File: config.mk
export PLATFORM = sky130hd
export DESIGN_NAME = uart_mmio
export DESIGN_NICKNAME = d
export VERILOG_FILES = /design/src/rtl/uart_mmio.sv
export SDC_FILE = /design/constraint.sdc
export NUM_CORES = 1
export LEC_CHECK = 0
export BUFFER_PORTS_ARGS = -buffer_cell sky130_fd_sc_hd__buf_4
export CORE_ASPECT_RATIO = 2
export CORE_UTILIZATION = 43
export CTS_BUF_LIST = sky130_fd_sc_hd__clkbuf_2 sky130_fd_sc_hd__clkbuf_4 sky130_fd_sc_hd__clkbuf_8
export DETAILED_ROUTE_END_ITERATION = 12
export GPL_ROUTABILITY_DRIVEN = 0
export GPL_TIMING_DRIVEN = 1
export PLACE_DENSITY_LB_ADDON = 0.3
export SETUP_SLACK_MARGIN = 0.4
export SYNTH_ARGS = -nofsm -noshare
export SYNTH_HDL_FRONTEND = slang
export SYNTH_SLANG_ARGS = --single-unit
File: constraint.sdc
create_clock -name Clock -period 1.8 [get_ports Clock]
set_input_delay 0 -clock Clock [delete_from_list [all_inputs] [get_ports Clock]]
set_output_delay 0 -clock Clock [all_outputs]
set_load 0.05 [all_outputs]
File: src/rtl/uart_mmio.sv
// Memory-mapped UART front end: a 4-entry TX FIFO, a 1-entry RX holding
// register, a free-running cycle counter and a registered read port.
//
// Handshakes (TX: DataInValid/DataInReady, RX: DataOutValid/DataOutReady):
// a byte moves on a rising edge where valid and ready are both 1. Valid
// never depends on ready, and the payload is stable while valid is high.
module uart_mmio (
   input  logic        Clock,
   input  logic        Reset,
   input  logic [31:0] Address,
   input  logic        REUART,
   input  logic        WEUART,
   input  logic [31:0] WriteData,
   output logic [31:0] ReadData,
   output logic [7:0]  DataIn,
   output logic        DataInValid,
   input  logic        DataInReady,
   input  logic [7:0]  DataOut,
   input  logic        DataOutValid,
   output logic        DataOutReady
);

   localparam logic [2:0] SEL_TX_STAT = 3'd0;
   localparam logic [2:0] SEL_RX_STAT = 3'd1;
   localparam logic [2:0] SEL_RX_DATA = 3'd2;
   localparam logic [2:0] SEL_TX_DATA = 3'd3;
   localparam logic [2:0] SEL_CYCLES  = 3'd4;

   logic [2:0]  sel;
   logic [7:0]  tx_mem [4];
   logic [1:0]  tx_rd_ptr;
   logic [1:0]  tx_wr_ptr;
   logic [2:0]  tx_count;
   logic        tx_push;
   logic        tx_pop;
   logic        tx_not_full;
   logic [7:0]  rx_byte;
   logic        rx_full;
   logic        rx_capture;
   logic        rx_pop;
   logic [31:0] cycle_cnt;
   logic [31:0] read_mux;

   // Upstream already qualified the window; only the word index matters.
   assign sel          = Address[4:2];
   assign tx_not_full  = (tx_count != 3'd4);
   assign tx_push      = WEUART && (sel == SEL_TX_DATA) && tx_not_full;
   assign DataInValid  = (tx_count != 3'd0);
   assign DataIn       = tx_mem[tx_rd_ptr];
   assign tx_pop       = DataInValid && DataInReady;
   assign DataOutReady = !rx_full;
   assign rx_capture   = DataOutValid && !rx_full;
   // Popping an empty holding register is a harmless re-read of the old byte.
   assign rx_pop       = REUART && (sel == SEL_RX_DATA) && rx_full;

   // Read decode from pre-edge state.
   always_comb begin
      read_mux = 32'd0;
      case (sel)
         SEL_TX_STAT: read_mux = {31'd0, tx_not_full};
         SEL_RX_STAT: read_mux = {31'd0, rx_full};
         SEL_RX_DATA: read_mux = {24'd0, rx_byte};
         SEL_CYCLES:  read_mux = cycle_cnt;
         default:     read_mux = 32'd0;
      endcase
   end

   // TX FIFO storage, pointers and occupancy; a full-FIFO write is dropped.
   always_ff @(posedge Clock or negedge Reset) begin
      if (!Reset) begin
         tx_rd_ptr <= 2'd0;
         tx_wr_ptr <= 2'd0;
         tx_count  <= 3'd0;
         for (int i = 0; i < 4; i++) tx_mem[i] <= 8'd0;
      end else begin
         if (tx_push) begin
            tx_mem[tx_wr_ptr] <= WriteData[7:0];
            tx_wr_ptr         <= tx_wr_ptr + 2'd1;
         end
         if (tx_pop) tx_rd_ptr <= tx_rd_ptr + 2'd1;
         if (tx_push && !tx_pop)      tx_count <= tx_count + 3'd1;
         else if (tx_pop && !tx_push) tx_count <= tx_count - 3'd1;
      end
   end

   // RX holding register; capture needs it empty so it never meets a pop.
   always_ff @(posedge Clock or negedge Reset) begin
      if (!Reset) begin
         rx_byte <= 8'd0;
         rx_full <= 1'b0;
      end else if (rx_capture) begin
         rx_byte <= DataOut;
         rx_full <= 1'b1;
      end else if (rx_pop) begin
         rx_full <= 1'b0;
      end
   end

   // Free-running cycle counter; a write to its address clears it.
   always_ff @(posedge Clock or negedge Reset) begin
      if (!Reset)                            cycle_cnt <= 32'd0;
      else if (WEUART && (sel == SEL_CYCLES)) cycle_cnt <= 32'd0;
      else                                   cycle_cnt <= cycle_cnt + 32'd1;
   end

   // Registered load data: updates only on read cycles, holds otherwise.
   always_ff @(posedge Clock or negedge Reset) begin
      if (!Reset)      ReadData <= 32'd0;
      else if (REUART) ReadData <= read_mux;
   end

endmodule

==> report_table.html, run 1 <==
<table>
<tr><th>Metric</th><th>Value</th></tr>
<tr><th colspan="2">Worst hold path</th></tr>
<tr><td>Classification of the worst-slack hold path</td><td>in2reg</td></tr>
<tr><th colspan="2">Global route</th></tr>
<tr><td>First-pass GRT wire length</td><td>20.5 mm</td></tr>
<tr><td>Total routing usage reported by global routing</td><td>21.5%</td></tr>
<tr><td>Vias in the first global route</td><td>4205</td></tr>
<tr><td>Maximum number of pins on one net before global-route repair</td><td>71</td></tr>
<tr><td>Number of antenna violations at the first check in global routing</td><td>0</td></tr>
<tr><td>Overflow left after global routing</td><td>0</td></tr>
<tr><th colspan="2">Detailed routing</th></tr>
<tr><td>Mean routed wirelength per cell</td><td>17.1 um</td></tr>
<tr><td>Antenna viol nets, final</td><td>0</td></tr>
<tr><td>Number of DRC markers after the initial detailed-route iteration</td><td>334</td></tr>
<tr><td>Detailed-routing iteration count for the pre-antenna-repair pass</td><td>8</td></tr>
<tr><td>Avg Vias per Cell</td><td>5.38</td></tr>
<tr><td>Count of unresolved DRC violations after routing</td><td>2</td></tr>
<tr><td>Routed Wire Length</td><td>13.0 mm</td></tr>
<tr><td>Routed vias</td><td>4094</td></tr>
<tr><th colspan="2">Floorplan</th></tr>
<tr><td>Die Height</td><td>157 um</td></tr>
<tr><td>Die width</td><td>79.3 um</td></tr>
<tr><td>I/O pin count</td><td>120</td></tr>
<tr><td>Core outline area</td><td>11700 sq um</td></tr>
<tr><td>Total die area</td><td>12400 sq um</td></tr>
<tr><td>FP Rows</td><td>56</td></tr>
<tr><td>Initial cell density of the core</td><td>43.9%</td></tr>
<tr><th colspan="2">Setup path</th></tr>
<tr><td>Cell type group with the largest total delay on the critical path</td><td>simple AND/OR/NAND/NOR gates</td></tr>
<tr><td>Worst Path Max Fanout</td><td>2</td></tr>
<tr><td>Buffers and inverters on the worst path</td><td>1</td></tr>
<tr><td>Classification of the worst setup path</td><td>reg2reg</td></tr>
<tr><td>Startpoint type of the worst setup path</td><td>register</td></tr>
<tr><td>Largest stage delay on the critical path</td><td>0.40 ns</td></tr>
<tr><td>Most Frequent Cell on Critical Path</td><td>sky130_fd_sc_hd__xor2_1</td></tr>
<tr><td>Cell breakdown of the critical path</td><td>or3_4 &gt; nand2_4 &gt; ha_4 &gt; inv_2 &gt; fa_2 &gt; xor2_1 &gt; nor2_1 &gt; xor2_1</td></tr>
<tr><td>Worst setup EP type</td><td>register</td></tr>
<tr><td>Data arrival time of the worst path</td><td>2.12 ns</td></tr>
<tr><td>CP required</td><td>2.10 ns</td></tr>
<tr><td>Standard cell with the maximum stage delay on the critical path</td><td>sky130_fd_sc_hd__or3_4</td></tr>
<tr><th colspan="2">Power</th></tr>
<tr><td>Switch Pwr</td><td>0.00306 W</td></tr>
<tr><td>Part of the total power dissipated in sequential elements</td><td>41.3%</td></tr>
<tr><td>Internal power contribution</td><td>0.00562 W</td></tr>
<tr><td>Comb power frac</td><td>40.4%</td></tr>
<tr><td>Pwr Density</td><td>1180 nW/um^2</td></tr>
<tr><td>Power, Total</td><td>0.00868 W</td></tr>
<tr><td>Net switching share of the total power</td><td>35.3%</td></tr>
<tr><td>Worst VDD drop</td><td>1.28 mV</td></tr>
<tr><td>Leakage power of the design</td><td>3.28 nW</td></tr>
<tr><td>Part of the total power dissipated in the clock network</td><td>18.3%</td></tr>
<tr><th colspan="2">STA</th></tr>
<tr><td>Min setup slack post-route</td><td>-0.0145 ns</td></tr>
<tr><td>Headroom to the max-slew limit</td><td>64.1%</td></tr>
<tr><td>Number of setup violations in the final report</td><td>2</td></tr>
<tr><td>Fin. Hold Viols</td><td>0</td></tr>
<tr><td>Max Fclk</td><td>551 MHz</td></tr>
<tr><td>Slew at the pin closest to its max-slew limit</td><td>0.537 ns</td></tr>
<tr><td>Post-layout minimum cycle time</td><td>1.81 ns</td></tr>
<tr><td>Final max-slew violation count</td><td>0</td></tr>
<tr><td>Final worst hold slack</td><td>0.0757 ns</td></tr>
<tr><td>Unrepaired setup endpoints after global routing</td><td>yes</td></tr>
<tr><td>Crit share post-route</td><td>101%</td></tr>
<tr><td>Clk_skew</td><td>0.0144 ns</td></tr>
<tr><th colspan="2">Synthesis</th></tr>
<tr><td>Most instantiated flip-flop cell in the synthesis netlist</td><td>sky130_fd_sc_hd__dfrtp_1</td></tr>
<tr><td>Ys Warns</td><td>0</td></tr>
<tr><td>Area share of the largest cell type after synthesis</td><td>54.6%</td></tr>
<tr><td>Sequential share of the synthesized area</td><td>54.6%</td></tr>
<tr><td>Cell accounting for the most synthesized area</td><td>sky130_fd_sc_hd__dfrtp_1</td></tr>
<tr><td>Net count after synthesis</td><td>540</td></tr>
<tr><td>Distinct cell type count of the synthesized netlist</td><td>42</td></tr>
<tr><td>Count of flip-flops with a built-in enable after synthesis</td><td>0</td></tr>
<tr><td>Synthesized area per cell</td><td>11.3 sq um</td></tr>
<tr><td>Synth top area cells</td><td>sky130_fd_sc_hd__dfrtp_1 55%, sky130_fd_sc_hd__mux2_2 9.2%, sky130_fd_sc_hd__mux4_2 3.5%</td></tr>
<tr><td>Synthesized instance count</td><td>455</td></tr>
<tr><td>Post-synthesis instance area</td><td>5130 sq um</td></tr>
<tr><td>Async SR Flop Fraction</td><td>100%</td></tr>
<tr><td>Synth Register Bits</td><td>112</td></tr>
<tr><th colspan="2">Cells and area</th></tr>
<tr><td>Area overhead of the layout relative to synthesis</td><td>42.9%</td></tr>
<tr><td>Nets@finish</td><td>696</td></tr>
<tr><td>Final antenna diode count</td><td>0</td></tr>
<tr><td>Share of final-layout standard cells stronger than drive strength 1</td><td>45.6%</td></tr>
<tr><th colspan="2">Clock tree</th></tr>
<tr><td>Clock latency reported for the late side of the worst-skew pair</td><td>0.37 ns</td></tr>
<tr><td>Clock input transition at the sequential cells of the worst setup and hold paths</td><td>0.10 ns</td></tr>
<tr><td>Clock sink count</td><td>112</td></tr>
<tr><td>Maximum clock path buffer count</td><td>2</td></tr>
<tr><td>Clock root buffer master</td><td>sky130_fd_sc_hd__clkbuf_8</td></tr>
<tr><td>Number of buffers created by CTS</td><td>9</td></tr>
<tr><td>Maximum level of the CTS H-tree</td><td>3</td></tr>
<tr><td>TritonCTS clock tree</td><td>yes</td></tr>
<tr><th colspan="2">Placed design</th></tr>
<tr><td>Port bufs</td><td>66</td></tr>
<tr><td>DP Wirelength</td><td>8.41 mm</td></tr>
<tr><th colspan="2">Flow run</th></tr>
<tr><td>Max-capacitance violation count</td><td>0</td></tr>
<tr><th colspan="2">Run status</th></tr>
<tr><td>Outcome</td><td>finished, violations left</td></tr>
<tr><td>Violated checks</td><td>DRC, setup timing</td></tr>
</table>
-- routing by layer --
metal  GRT usage [%]  part of all wire [%]
met5               0                     0
met4            9.26                   2.7
met3            2.97                   2.4
met2            39.7                    57
met1            24.1                    38
-- layout make-up --
| type | count | area [sq um] |
|---|---|---|
| fill | 920 | 4360 |
| tap | 145 | 181 |
| timing repair buffer | 166 | 1490 |
| clock buffer | 11 | 145 |
| multi-input combinational | 284 | 2500 |
| sequential | 112 | 2810 |
| clock inverter | 5 | 65.1 |
| inverter | 38 | 143 |
-- through the flow --
stage          TNS, ns  std cells  setup WS [ns]  util (%)  area [sq um]
2_1_floorplan   -0.316        455         -0.162         -          5240
3_3_place_gp         0        688         0.0146      52.5          6140
3_5_place_dp   -0.0179        688        -0.0179      52.5          6140
4_1_cts        -0.0305        748        -0.0230      60.3          7050
5_1_grt         -0.127        761        -0.0754      62.7          7340
6_report       -0.0187        761        -0.0145      62.7          7340
-- cell usage in the layout (no fill, tap or decap), types with 5 or more instances in the layout --
master / instances
sky130_fd_sc_hd__clkbuf_8: 10
sky130_fd_sc_hd__inv_1: 37
sky130_fd_sc_hd__xnor2_1: 7
sky130_fd_sc_hd__nand4_1: 14
sky130_fd_sc_hd__o22ai_1: 7
sky130_fd_sc_hd__dfrtp_2: 7
sky130_fd_sc_hd__a22oi_1: 7
sky130_fd_sc_hd__buf_8: 9
sky130_fd_sc_hd__dlygate4sd3_1: 22
sky130_fd_sc_hd__dfrtp_1: 105
sky130_fd_sc_hd__o21ai_0: 27
sky130_fd_sc_hd__nand2_1: 34
sky130_fd_sc_hd__buf_4: 110
sky130_fd_sc_hd__mux4_2: 8
sky130_fd_sc_hd__nand2b_1: 6
sky130_fd_sc_hd__or4_4: 7
sky130_fd_sc_hd__mux2_2: 40
sky130_fd_sc_hd__a21oi_2: 10
sky130_fd_sc_hd__nor2_1: 15
sky130_fd_sc_hd__nand3_2: 5
sky130_fd_sc_hd__xor2_1: 9
sky130_fd_sc_hd__nand3_1: 9
sky130_fd_sc_hd__buf_6: 22
-- cell families (layout without fill, tap and decap cells) --
kind of cell / count (synthesis) / in the layout / synth area share (%)
adder cells (fa/ha/maj): 7 / 7 / 1.85
flip-flops: 112 / 112 / 54.6
AND/OR/NAND/NOR: 134 / 136 / 14.3
multiplexers: 54 / 54 / 13.5
buffers and inverters: 61 / 220 / 4.83
XOR/XNOR: 17 / 17 / 2.90
AO/OA/AOI/OAI: 70 / 70 / 8.04
-- repair_timing --
action / in CTS / in global routing
endpoints found under the hold margin: 156 / 0
hold buffers: 22 / 0
resized for setup: 74 / 43
buffers inserted: 20 / 13
endpoints found under the setup margin: 65 / 67
pin swaps: 25 / 20
cloned: 2 / 0
-- path summary, 6_finish.rpt --
check	startpoint	end	slack [ns]	cells past startpoint
max	tx_count[2]	tx_count[2]	-0.01	8
min	Address[3]	rx_full	0.08	3
max reg2reg	tx_count[2]	tx_count[2]	-0.01	8
min reg2reg	rx_byte[0]	ReadData[0]	0.51	2
max in group asynchronous	Reset	tx_mem[7]	1.02	3
min in group asynchronous	Reset	tx_mem[1]	0.13	3
-- sequential cells by signal, summed over array words and instances, names as in the netlist --
name and cells:
ReadData 32, cycle_cnt 32, tx_mem 32, rx_byte 8
tx_count 3, tx_rd_ptr 2, tx_wr_ptr 2, rx_full 1
-- power by group through the flow --
stage	Sequential (W)	Clock, W	Combinational [W]
global route	0.00366	0.00171	0.00373
CTS	0.00357	0.00162	0.00340
global placement	0.00354	0	0.00277
finish	0.00359	0.00159	0.00350
floorplan	0.00359	0	0.00190
detailed placement	0.00360	0	0.00287
-- Yosys cell counts (all sizes together), types with 4 or more instances --
cell type,number
dfrtp,112
mux2,42
nand2,39
inv,38
o21ai,29
clkbuf,16
nor2,16
nand4,15
a21oi,14
nand3,14
o31ai,10
or4,9
xor2,9
mux4,8
xnor2,8
a22oi,7
buf,7
o22ai,7
and4,6
ha,6
nand2b,6
or3,5
mux2i,4
nor2b,4
nor3,4
-- worst min-delay path, delay by kind of cell --
kind                   cells  cell delay [ns]
AND/OR/NAND/NOR            1             0.16
AO/OA/AOI/OAI              1             0.12
buffers and inverters      1             0.13
(Power assumes the default switching activity.)
==> run 2: changes to the inputs <==
- CTS_BUF_LIST: sky130_fd_sc_hd__clkbuf_2 sky130_fd_sc_hd__clkbuf_4 sky130_fd_sc_hd__clkbuf_8 -> sky130_fd_sc_hd__clkbuf_4
==> run 2 against run 1 <==
Compared with the run above:
- the run still ends with DRC, setup timing left
- via count up 1.6%
- routed wire length is 0.88% higher
- maximum frequency fell by 0.80%
- clock skew rose by 0.0054 ns
- first-iteration DRC count decreased by 22%
- cell area shrank 0.20%
==> report_table.html, run 2 (synthesized netlist as in run 1, its figures left out) <==
<table>
<tr><th>Metric</th><th>Value</th></tr>
<tr><th colspan="2">Run status</th></tr>
<tr><td>Outcome</td><td>finished, violations left</td></tr>
<tr><td>Violated checks</td><td>DRC, setup timing</td></tr>
<tr><th colspan="2">Power</th></tr>
<tr><td>Worst VDD drop</td><td>1.19 mV</td></tr>
<tr><td>Leakage power of the design</td><td>3.26 nW</td></tr>
<tr><td>Power, Total</td><td>0.00841 W</td></tr>
<tr><td>Pwr Density</td><td>1150 nW/um^2</td></tr>
<tr><th colspan="2">Detailed routing</th></tr>
<tr><td>Routed vias</td><td>4161</td></tr>
<tr><td>Mean routed wirelength per cell</td><td>17.2 um</td></tr>
<tr><td>Routed Wire Length</td><td>13.1 mm</td></tr>
<tr><td>Count of unresolved DRC violations after routing</td><td>2</td></tr>
<tr><td>Number of DRC markers after the initial detailed-route iteration</td><td>261</td></tr>
<tr><td>Antenna viol nets, final</td><td>0</td></tr>
<tr><td>Avg Vias per Cell</td><td>5.45</td></tr>
<tr><td>Detailed-routing iteration count for the pre-antenna-repair pass</td><td>10</td></tr>
<tr><th colspan="2">Setup path</th></tr>
<tr><td>Cell type group with the largest total delay on the critical path</td><td>simple AND/OR/NAND/NOR gates</td></tr>
<tr><td>Worst setup EP type</td><td>register</td></tr>
<tr><td>Origin of the worst setup path</td><td>tx_count[2]</td></tr>
<tr><td>Reg2Reg Launch Point</td><td>tx_count[2]</td></tr>
<tr><td>Largest stage delay on the critical path</td><td>0.41 ns</td></tr>
<tr><td>Cell breakdown of the critical path</td><td>or3_4 &gt; nand2_4 &gt; ha_4 &gt; inv_2 &gt; fa_2 &gt; xor2_1 &gt; nor2_1 &gt; xor2_1</td></tr>
<tr><td>Most Frequent Cell on Critical Path</td><td>sky130_fd_sc_hd__xor2_1</td></tr>
<tr><td>Data arrival time of the worst path</td><td>2.25 ns</td></tr>
<tr><td>Classification of the worst setup path</td><td>reg2reg</td></tr>
<tr><td>Standard cell with the maximum stage delay on the critical path</td><td>sky130_fd_sc_hd__dfrtp_1</td></tr>
<tr><td>Buffers and inverters on the worst path</td><td>1</td></tr>
<tr><td>Worst Path Max Fanout</td><td>2</td></tr>
<tr><td>CP required</td><td>2.22 ns</td></tr>
<tr><td>Startpoint type of the worst setup path</td><td>register</td></tr>
<tr><th colspan="2">Global route</th></tr>
<tr><td>Met1 demand-to-capacity share in global routing</td><td>23.5%</td></tr>
<tr><td>Busiest grt layer</td><td>met2</td></tr>
<tr><td>Global-route met3 utilization</td><td>3.56%</td></tr>
<tr><td>Vias in the first global route</td><td>4220</td></tr>
<tr><td>Total routing usage reported by global routing</td><td>21.6%</td></tr>
<tr><td>Number of antenna violations at the first check in global routing</td><td>1</td></tr>
<tr><td>First-pass GRT wire length</td><td>20.6 mm</td></tr>
<tr><td>Grt met2 use</td><td>40.4%</td></tr>
<tr><td>Overflow left after global routing</td><td>0</td></tr>
<tr><td>Maximum number of pins on one net before global-route repair</td><td>71</td></tr>
<tr><th colspan="2">Cells and area</th></tr>
<tr><td>Area overhead of the layout relative to synthesis</td><td>42.6%</td></tr>
<tr><td>Biggest regs</td><td>ReadData: 32 flops, cycle_cnt: 32 flops, tx_mem: 32 flops</td></tr>
<tr><td>Share of final-layout standard cells stronger than drive strength 1</td><td>45.7%</td></tr>
<tr><td>Nets@finish</td><td>697</td></tr>
<tr><td>Commonest cells after routing, fill and taps aside</td><td>107 x sky130_fd_sc_hd__buf_4, 104 x sky130_fd_sc_hd__dfrtp_1, 40 x sky130_fd_sc_hd__mux2_2</td></tr>
<tr><td>Cell area after layout</td><td>7320 sq um</td></tr>
<tr><td>Most common library cell in the layout ignoring fill and taps</td><td>sky130_fd_sc_hd__buf_4</td></tr>
<tr><td>Core utilization of the finished layout</td><td>62.6%</td></tr>
<tr><th colspan="2">STA</th></tr>
<tr><td>Final total negative setup slack</td><td>-0.0411 ns</td></tr>
<tr><td>Max Fclk</td><td>547 MHz</td></tr>
<tr><td>Clk_skew</td><td>0.0198 ns</td></tr>
<tr><td>Slew at the pin closest to its max-slew limit</td><td>0.529 ns</td></tr>
<tr><td>Headroom to the max-slew limit</td><td>64.7%</td></tr>
<tr><td>Min setup slack post-route</td><td>-0.0290 ns</td></tr>
<tr><td>Unrepaired setup endpoints after global routing</td><td>yes</td></tr>
<tr><td>Crit share post-route</td><td>102%</td></tr>
<tr><td>Number of setup violations in the final report</td><td>2</td></tr>
<tr><td>Final max-slew violation count</td><td>0</td></tr>
<tr><td>Fin. Hold Viols</td><td>0</td></tr>
<tr><td>Post-layout minimum cycle time</td><td>1.83 ns</td></tr>
<tr><th colspan="2">Floorplan</th></tr>
<tr><td>Core outline area</td><td>11700 sq um</td></tr>
<tr><td>Initial cell density of the core</td><td>43.9%</td></tr>
<tr><td>FP Rows</td><td>56</td></tr>
<tr><td>I/O pin count</td><td>120</td></tr>
<tr><td>Total die area</td><td>12400 sq um</td></tr>
<tr><td>Die Height</td><td>157 um</td></tr>
<tr><td>Die width</td><td>79.3 um</td></tr>
<tr><th colspan="2">Placed design</th></tr>
<tr><td>Post-place instance area</td><td>6140 sq um</td></tr>
<tr><td>DP Wirelength</td><td>8.41 mm</td></tr>
<tr><td>Port bufs</td><td>66</td></tr>
<tr><td>Worst slack, placed</td><td>-0.0179 ns</td></tr>
<tr><th colspan="2">Clock tree</th></tr>
<tr><td>Clock sink count</td><td>112</td></tr>
<tr><td>Number of buffers created by CTS</td><td>9</td></tr>
<tr><td>Clock root buffer master</td><td>sky130_fd_sc_hd__clkbuf_4</td></tr>
<tr><td>Clock latency reported for the late side of the worst-skew pair</td><td>0.48 ns</td></tr>
<tr><td>Maximum clock path buffer count</td><td>2</td></tr>
<tr><td>TritonCTS clock tree</td><td>yes</td></tr>
<tr><td>Clock input transition at the sequential cells of the worst setup and hold paths</td><td>0.18 ns</td></tr>
<tr><td>Maximum level of the CTS H-tree</td><td>3</td></tr>
<tr><th colspan="2">Worst hold path</th></tr>
<tr><td>Classification of the worst-slack hold path</td><td>in2async</td></tr>
<tr><th colspan="2">Flow run</th></tr>
<tr><td>Max-capacitance violation count</td><td>0</td></tr>
</table>
[run 2: cell count changes in the layout (fill, tap and decap cells not counted), sizes merged]
cell / before / now
diode: 0 / 1
clkbuf: 11 / 10
clkinv: 3 / 4
buf: 144 / 145
[run 2: final timing paths]
| check | to | slack (ns) | cells after the start |
|---|---|---|---|
| worst max-delay path | tx_count[2] | -0.03 | 8 |
| worst min-delay path | tx_mem[1] | 0.01 | 3 |
| worst max register to register | tx_count[2] | -0.03 | 8 |
| worst min register to register | ReadData[0] | 0.52 | 2 |
| max in group asynchronous | tx_mem[7] | 1.14 | 3 |
| min in group Clock | ReadData[0] | 0.02 | 5 |
[run 2: power breakdown]
part	internal (W)	total [W]	switching, W
logic	0.00177	0.00353	0.00176
registers	0.00314	0.00357	0.000439
clock network	0.000449	0.00131	0.000859
total	0.00535	0.00841	0.00306
[run 2: final cells by class]
class,instances,area [sq um]
fill,930,4380
antenna,1,2.50
multi-input combinational,284,2530
timing repair buffer,167,1510
sequential,112,2810
clock inverter,6,68.8
tap,145,181
inverter,38,143
clock buffer,10,75.1
[run 2: metal layers]
metal / up-vias / part of all wire, %
li1: 1929 / -
met5: - / 0
met2: 88 / 57
met3: 26 / 2.4
met1: 2118 / 37
met4: 0 / 3.1
[run 2: tightest hold or removal path, cell delays in order]
cell	delay, ns
sky130_fd_sc_hd__dlygate4sd3_1	0.52
sky130_fd_sc_hd__buf_4	0.15
sky130_fd_sc_hd__buf_12	0.22
[run 2: per-stage QoR]
stage                     cells  hold WS, ns
after floorplan             455       -0.296
after global placement      688       -0.172
after detailed placement    688       -0.167
after CTS                   750      0.00683
after global routing        763       0.0217
final                       763       0.0110
[run 2: repair_timing]
item | 4_1_cts | 5_1_grt
hold endpoints to repair | 157 | 0
resized for setup | 83 | 38
gates cloned | 2 | 0
pin swaps | 25 | 24
setup buffers | 22 | 12
hold buffers | 22 | 0
setup endpoints to repair | 65 | 67
